==> src/rtl/divide_issue_stage.sv <==
// divide_issue_stage
//   Issue/retire wrapper around an external single-shot combinational
//   64-bit unsigned divider. Captures an SDIV/UDIV request, presents the
//   operand magnitudes to the divider, waits SETTLE_CYCLES for it to
//   settle, then applies the quotient sign and reports the result.
//
//   Handshake: a request is accepted only when busy=0 (IDLE) and start=1
//   at a rising edge; while busy=1, start is ignored (no queueing). done
//   is a one-cycle pulse, and result/wb_addr/div_by_zero are valid while
//   it is high and remain stable until the next operation's FIX cycle.
//
// Ports
//   clk, reset_n          clock, asynchronous active-low reset
//   start, is_signed      request strobe, 1 = SDIV / 0 = UDIV
//   rn_val, rm_val        dividend / divisor from the register file
//   rd_addr               destination register index
//   div_dividend/divisor  registered unsigned operands to the divider
//   div_quotient          unsigned quotient from the divider
//   busy, done            not-IDLE flag, one-cycle completion pulse
//   result, wb_addr       final quotient and its destination index
//   div_by_zero           captured divisor was zero
//   dbg_state             current FSM state, for observation only
module divide_issue_stage #(
  parameter int SETTLE_CYCLES = 2
) (
  input  logic        clk,
  input  logic        reset_n,
  input  logic        start,
  input  logic        is_signed,
  input  logic [63:0] rn_val,
  input  logic [63:0] rm_val,
  input  logic [4:0]  rd_addr,
  output logic [63:0] div_dividend,
  output logic [63:0] div_divisor,
  input  logic [63:0] div_quotient,
  output logic        busy,
  output logic        done,
  output logic [63:0] result,
  output logic [4:0]  wb_addr,
  output logic        div_by_zero,
  output logic [2:0]  dbg_state
);

  typedef enum logic [2:0] {
    S_IDLE = 3'd0,
    S_PREP = 3'd1,
    S_WAIT = 3'd2,
    S_FIX  = 3'd3,
    S_DONE = 3'd4
  } state_t;

  localparam logic [3:0] SETTLE_INIT = 4'(SETTLE_CYCLES);

  state_t      state, state_nxt;
  logic [63:0] rn_q, rm_q;
  logic        signed_q;
  logic [4:0]  rd_q;
  logic        neg_q;
  logic [3:0]  cnt;

  // State register
  always_ff @(posedge clk or negedge reset_n) begin
    if (!reset_n) state <= S_IDLE;
    else          state <= state_nxt;
  end

  // Next state and state-decoded outputs
  always_comb begin
    state_nxt = state;
    busy      = 1'b1;
    done      = 1'b0;
    case (state)
      S_IDLE: begin
        busy = 1'b0;
        if (start) state_nxt = S_PREP;
      end
      S_PREP: state_nxt = S_WAIT;
      // The divider is considered settled after the counter's last cycle.
      S_WAIT: if (cnt == 4'd1) state_nxt = S_FIX;
      S_FIX:  state_nxt = S_DONE;
      S_DONE: begin
        done      = 1'b1;
        state_nxt = S_IDLE;
      end
      default: state_nxt = S_IDLE;
    endcase
  end

  assign dbg_state = state;

  // Operand capture; start is only honoured in IDLE so operands of an
  // in-flight divide can never be overwritten.
  always_ff @(posedge clk or negedge reset_n) begin
    if (!reset_n) begin
      rn_q     <= '0;
      rm_q     <= '0;
      signed_q <= 1'b0;
      rd_q     <= '0;
    end else if (state == S_IDLE && start) begin
      rn_q     <= rn_val;
      rm_q     <= rm_val;
      signed_q <= is_signed;
      rd_q     <= rd_addr;
    end
  end

  // Divider operands and quotient sign. Two's-complement negation of
  // 0x8000_0000_0000_0000 yields itself, which is exactly the unsigned
  // magnitude 2^63, so the most-negative dividend needs no special case.
  always_ff @(posedge clk or negedge reset_n) begin
    if (!reset_n) begin
      div_dividend <= '0;
      div_divisor  <= 64'd1;
      neg_q        <= 1'b0;
    end else if (state == S_PREP) begin
      div_dividend <= (signed_q && rn_q[63]) ? (64'd0 - rn_q) : rn_q;
      div_divisor  <= (signed_q && rm_q[63]) ? (64'd0 - rm_q) : rm_q;
      neg_q        <= signed_q && (rn_q[63] ^ rm_q[63]);
    end
  end

  // Settle counter
  always_ff @(posedge clk or negedge reset_n) begin
    if (!reset_n) begin
      cnt <= '0;
    end else if (state == S_PREP) begin
      cnt <= SETTLE_INIT;
    end else if (state == S_WAIT) begin
      cnt <= cnt - 4'd1;
    end
  end

  // Result registers, updated only in FIX so they hold through DONE and
  // the following idle period.
  always_ff @(posedge clk or negedge reset_n) begin
    if (!reset_n) begin
      result      <= '0;
      wb_addr     <= '0;
      div_by_zero <= 1'b0;
    end else if (state == S_FIX) begin
      wb_addr <= rd_q;
      if (rm_q == 64'd0) begin
        result      <= '0;
        div_by_zero <= 1'b1;
      end else begin
        result      <= neg_q ? (64'd0 - div_quotient) : div_quotient;
        div_by_zero <= 1'b0;
      end
    end
  end

endmodule

==> config.mk <==
export PLATFORM = sky130hd
export DESIGN_NAME = divide_issue_stage
export DESIGN_NICKNAME = d
export VERILOG_FILES = /design/src/rtl/divide_issue_stage.sv
export SDC_FILE = /design/constraint.sdc
export NUM_CORES = 1
export LEC_CHECK = 0
export ABC_CLOCK_PERIOD_IN_PS = 3550
export BUFFER_PORTS_ARGS = -buffer_cell sky130_fd_sc_hd__buf_2
export CAP_MARGIN = 20
export CORE_ASPECT_RATIO = 1.25
export CORE_MARGIN = 4
export CORE_UTILIZATION = 35
export DETAILED_ROUTE_END_ITERATION = 10
export PLACE_DENSITY = 0.63
export SYNTH_ARGS = -nofsm -noshare
export SYNTH_HDL_FRONTEND = slang
export SYNTH_SLANG_ARGS = --single-unit
==> constraint.sdc <==
create_clock -name clk -period 3.55 [get_ports clk]
set_clock_uncertainty 0.1 [all_clocks]
set_input_delay 0.71 -clock clk [delete_from_list [all_inputs] [get_ports clk]]
set_output_delay 0.71 -clock clk [all_outputs]
set_load 0.01 [all_outputs]
After elaboration in Yosys (flattened, before gate mapping)
Cells that the tools add are included.
{"block": "word_totals", "output_inout_bits": 203, "ff_bits": 340}
{"block": "classes", "n_mux": 12, "n_eq_ne": 7, "reduce_logical": 8, "bitwise_logic": 1, "n_addsub": 4}
{"op": "64-bit two-way mux", "n": 4}
{"op": "1-bit by 64-bit subtractor with 64-bit output (first input constant)", "n": 3}
{"op": "64-bit zero test", "n": 1}
{"op": "3-bit one-hot mux with 4 select lines", "n": 1}
{"op": "4-bit two-way mux", "n": 2}
{"op": "3-bit by 2-bit == test with 1-bit output (second input constant)", "n": 2}
{"op": "3-bit two-way mux", "n": 2}
{"op": "4-bit by 1-bit == test with 1-bit output (second input constant)", "n": 1}
{"op": "1-bit logical AND", "n": 4}
{"op": "2-bit inequality test (second input constant)", "n": 2}
{"op": "4-bit by 1-bit subtractor with 4-bit output (second input constant)", "n": 1}
{"op": "3-bit by 1-bit == test with 1-bit output (second input constant)", "n": 1}
{"op": "3-bit == test (second input constant)", "n": 1}
{"op": "3-bit zero test", "n": 1}
{"op": "1-bit two-way mux", "n": 3}
{"op": "2-bit AND reduction", "n": 1}
{"op": "2-bit nonzero test", "n": 1}
{"op": "1-bit XOR", "n": 1}

Logic depth before layout (Yosys ltp)
{"block": "depth", "word_depth": 3, "depth_mapped": 9, "mapped_depth_nobuf": 7}

Worst setup path after synthesis
No wires, ideal clock.
{"block": "synth_path", "path_kind": "input -> register", "startpoint": "in div_quotient[32]", "endpoint": "reg result[53]", "path_stages": 8, "slack_ps": 652, "arrival_time_ps": 2675, "t_required_ps": 3327, "n_path_buf": 2, "setup_ps": 123, "path_cell_list": "or4_4 -> buf_6 -> or2_4 -> or3_4 -> buf_6 -> o41ai_4 -> xor2_1 -> o21ai_1"}
{"block": "synth_between", "elab_chain_cells": 3}
{"element": "from (decl)", "line": "35", "text": "input logic [63:0] div_quotient,"}
{"element": "1-bit by 64-bit subtractor with 64-bit output", "line": "146", "text": "result <= neg_q ? (64'd0 - div_quotient) : div_quotient;"}
{"element": "64-bit two-way mux", "line": "146"}
{"element": "64-bit two-way mux", "line": "142", "text": "if (rm_q == 64'd0) begin"}
{"element": "to (signal assigned)", "line": "146"}
{"element": "to (decl)", "line": "38", "text": "output logic [63:0] result,"}
No other way between the ends.
A chain may end at the register's enable or synchronous reset.

Worst setup path in the final report
{"block": "layout_path", "startpoint": "reg rm_q[50]", "endpoint": "reg result[50]"}
{"block": "layout_between", "elab_chain_cells": 2}
{"element": "from (decl)", "line": "55", "text": "logic [63:0] rn_q, rm_q;"}
{"element": "from (signal assigned)", "line": "101", "text": "rm_q <= rm_val;"}
{"element": "64-bit zero test", "line": "142"}
{"element": "64-bit two-way mux", "line": "142"}
No other way between the ends.

==> results_tabular.tex <==
\begin{tabular}{lr}
\hline
Metric & Value \\
\hline
\multicolumn{2}{l}{\textbf{Synth}} \\
Synthesized Nets & 1903 \\
Cell taking the most area after synthesis & sky130\_fd\_sc\_hd\_\_dfrtp\_1 \\
Number of storage elements in the synthesis netlist & 340 \\
Area contributors post-synth & sky130\_fd\_sc\_hd\_\_dfrtp\_1 50\%, sky130\_fd\_sc\_hd\_\_mux2\_2 8.2\%, sky130\_fd\_sc\_hd\_\_o21ai\_0 6.2\% \\
EDFF count, synth & 0 \\
Mean area per synthesized cell & 9.92 sq um \\
Most frequently used flop master after synthesis & sky130\_fd\_sc\_hd\_\_dfrtp\_1 \\
Mapped cell area & 0.0168 sq mm \\
Share of synthesized flip-flops with an asynchronous set or reset & 100\% \\
Most frequent cells after synthesis & 339 x sky130\_fd\_sc\_hd\_\_dfrtp\_1, 266 x sky130\_fd\_sc\_hd\_\_nand2\_1, 210 x sky130\_fd\_sc\_hd\_\_o21ai\_0, 123 x sky130\_fd\_sc\_hd\_\_mux2\_2, 91 x sky130\_fd\_sc\_hd\_\_xnor2\_1 \\
Number of warnings reported in the yosys synthesis log & 0 \\
Most numerous cell in the Yosys netlist & sky130\_fd\_sc\_hd\_\_dfrtp\_1 \\
Area share of the leading cell type in the synthesized netlist & 50.4\% \\
Seq/Total Area, Yosys & 50.5\% \\
Instance count of the mapped netlist & 1697 \\
Unique cell type count in the Yosys netlist & 57 \\
\multicolumn{2}{l}{\textbf{Routing}} \\
Post-detailed-route via-to-cell ratio & 5.20 \\
Drt pass-1 iters & 7 \\
Antenna viol nets, final & 0 \\
Initial detailed-routing violation count & 785 \\
Post-route met1 wirelength & 21200 um \\
Number of DRC violations after detailed routing & 0 \\
Wire length on met2 & 25800 um \\
Routed met3 length & 3860 um \\
Total Wirelength & 53000 um \\
Routed WL per cell & 19.2 um \\
Highest routed layer & met5 \\
Vias after detailed routing & 14400 \\
\multicolumn{2}{l}{\textbf{Die}} \\
Die width & 204 um \\
Placeable core region & 0.0474 sq mm \\
Initial core utilization & 35.5\% \\
DIE HEIGHT & 253 um \\
Area of the die & 0.0517 sq mm \\
Top-level port count & 404 \\
Standard-cell rows & 89 \\
\multicolumn{2}{l}{\textbf{Power}} \\
Worst IR Drop VDD & 0.000431 V \\
Areal power density over the cells & 952 mW/mm\^{}2 \\
Total leakage power & 9.42 nW \\
\multicolumn{2}{l}{\textbf{Clock tree}} \\
Number of H-tree branching levels & 2 \\
Total of hold buffers inserted after clock tree synthesis & 0 \\
Root Buffer Master & sky130\_fd\_sc\_hd\_\_clkbuf\_16 \\
Setup repair bufs after CTS & 0 \\
Number of clock sinks & 340 \\
CTS tree & built \\
Buffers from clock root to sink, at most & 3 \\
Number of clock buffers inserted by TritonCTS & 39 \\
CTS resizes & 0 \\
Clock-pin slew reported for the worst setup and hold paths after clock tree synthesis & 0.06 ns \\
Clock network latency to the later pin of the worst-skew pair & 0.55 ns \\
\multicolumn{2}{l}{\textbf{STA}} \\
Number of endpoints with negative hold slack in the final report & 0 \\
Worst hold margin & 0.00849 ns \\
Final Worst Setup Slack & 0.460 ns \\
Final count of pins violating max slew & 0 \\
Unrepaired setup endpoints after global routing & no \\
Highest attainable clock frequency & 324 MHz \\
Accumulated negative setup slack & 0 ns \\
Final critical-path share of the clock period & 87.0\% \\
Worst-margin pin slew & 1.05 ns \\
Setup violations, final & 0 \\
Relative max-transition margin & 29.7\% \\
Final critical path time including I/O delays and setup & 3.09 ns \\
\multicolumn{2}{l}{\textbf{Critical path}} \\
CP max-delay cell & sky130\_fd\_sc\_hd\_\_or4\_1 \\
Data required, critical path & 3.86 ns \\
Critical path buffer and inverter count & 1 \\
Worst setup path class & reg2reg \\
Reg2Reg Launch Point & rm\_q[50] \\
CP Data Arrival Time & 3.40 ns \\
Stage delay of the slowest cell on the critical path & 0.68 ns \\
Launching element of the worst setup path & rm\_q[50] \\
Family with the most delay on the worst path & simple AND/OR/NAND/NOR gates \\
Cell breakdown of the critical path & or4\_1 -> or3\_1 -> nor3\_1 -> nand2\_1 -> nand2\_1 -> buf\_12 -> o21ai\_0 \\
Crit. End Element & flop \\
Cell seen most often among critical-path stages & sky130\_fd\_sc\_hd\_\_nand2\_1 \\
Biggest fanout along the worst timing path & 47 \\
Critical path launch point type & flop \\
\multicolumn{2}{l}{\textbf{Placed design}} \\
Worst-case setup slack after placement & 0.284 ns \\
Port Buf Inserts & 403 \\
DP HPWL & 39200 um \\
Last weighted congestion value of the routability-driven placer & 0.914 \\
\multicolumn{2}{l}{\textbf{Run}} \\
Max-cap violations & 0 \\
\multicolumn{2}{l}{\textbf{Finish}} \\
Fill count & 4625 \\
Share of layout cells above drive strength 1 & 31.5\% \\
Layout overhead on the synthesized area & 25.4\% \\
Final net count & 2299 \\
Footprint of the flip-flops and latches & 0.00851 sq mm \\
Utilization of the core after routing & 44.5\% \\
Area used by multi-input combinational logic & 0.00790 sq mm \\
\multicolumn{2}{l}{\textbf{Worst hold path}} \\
Worst hold path type & in2async \\
\multicolumn{2}{l}{\textbf{Outcome}} \\
Run status & completed \\
\multicolumn{2}{l}{\textbf{GRT}} \\
First-pass GRT wire length & 83300 um \\
Gr usage total & 20.0\% \\
Overall overflow remaining after global route & 0 \\
Initial antenna violation count & 10 \\
Largest net degree at the start of global routing & 97 \\
Number of global-route vias before repair & 14800 \\
\hline
\end{tabular}
-- flip-flops by register name (all words and copies together) (netlist names) --
name,cells
rd_q,5
div_dividend,64
dbg_state,3
neg_q,1
cnt,4
wb_addr,5
result,64
div_divisor,64
div_by_zero,1
rm_q,64
signed_q,1
rn_q,64
-- through the flow --
| step | instances | instance area (sq um) | power [mW] |
|---|---|---|---|
| 2_1_floorplan | 1697 | 16800 | 12.8 |
| 3_3_place_gp | 2689 | 19800 | 15.9 |
| 3_5_place_dp | 2689 | 19800 | 16.1 |
| 4_1_cts | 2758 | 21100 | 20.4 |
| 5_1_grt | 2761 | 21100 | 21.7 |
| 6_report | 2768 | 21100 | 20.1 |
-- cell families after synthesis --
logic type / synth area share (%)
DFF: 50.5
xor gates and xnor gates: 9.41
adders and majority gates: 0.371
muxes: 8.40
buffers and inverters: 2.72
and+or+nand+nor: 15.6
AOI/OAI and AO/OA: 13.0
-- placed cells by master, fill, tap and decap left out, drive strengths merged, types with 27 or more instances in the layout --
cell,synthesis,final
a21oi,42,42
a31oi,34,34
buf,8,447
clkbuf,84,52
dfrtp,339,339
mux2,123,123
nand2,266,266
nor2,83,83
nor3,53,53
nor4,37,37
o21ai,219,219
o31ai,43,43
or3,27,27
xnor2,91,91
xor2,90,90
-- metal layers --
metal  track usage (%)  vias to the layer above
li1                  -                     6790
met5                 0                        -
met1              24.4                     6975
met4              8.69                        6
met3              5.11                      117
met2              33.7                      504
-- power breakdown --
group,leakage (nW),internal [mW],switching (mW)
Clock,0.641,2.45,1.68
Combinational,4.63,3.81,4.56
Sequential,4.14,5.81,1.80
-- final timing paths --
path	end	slack (ns)	cells after the start
max in group asynchronous	rn_q[0]	2.54	2
setup reg to reg	result[50]	0.46	7
hold / removal	div_dividend[45]	0.008	1
hold reg to reg	wb_addr[0]	0.36	2
setup / recovery	result[50]	0.46	7
min in group clk	rn_q[29]	0.28	3
-- worst register-to-register path, delay by kind of cell (launching register included) --
kind	cells	cell delay, ns
flip-flops	1	0.43
buffers and inverters	1	0.25
AND/OR/NAND/NOR	5	2.00
AO/OA/AOI/OAI	1	0.17
-- cell type report --
| type | count | area share (%) |
|---|---|---|
| Tap cell | 637 | 3.77 |
| Clock buffer | 52 | 5.34 |
| Clock inverter | 17 | 0.829 |
| Sequential cell | 340 | 40.3 |
| Timing Repair Buffer | 447 | 11.8 |
| Inverter | 24 | 0.427 |
| Multi-Input combinational cell | 1241 | 37.4 |
| Antenna cell | 10 | 0.118 |
Note: power is estimated with default switching activity, not from simulation.
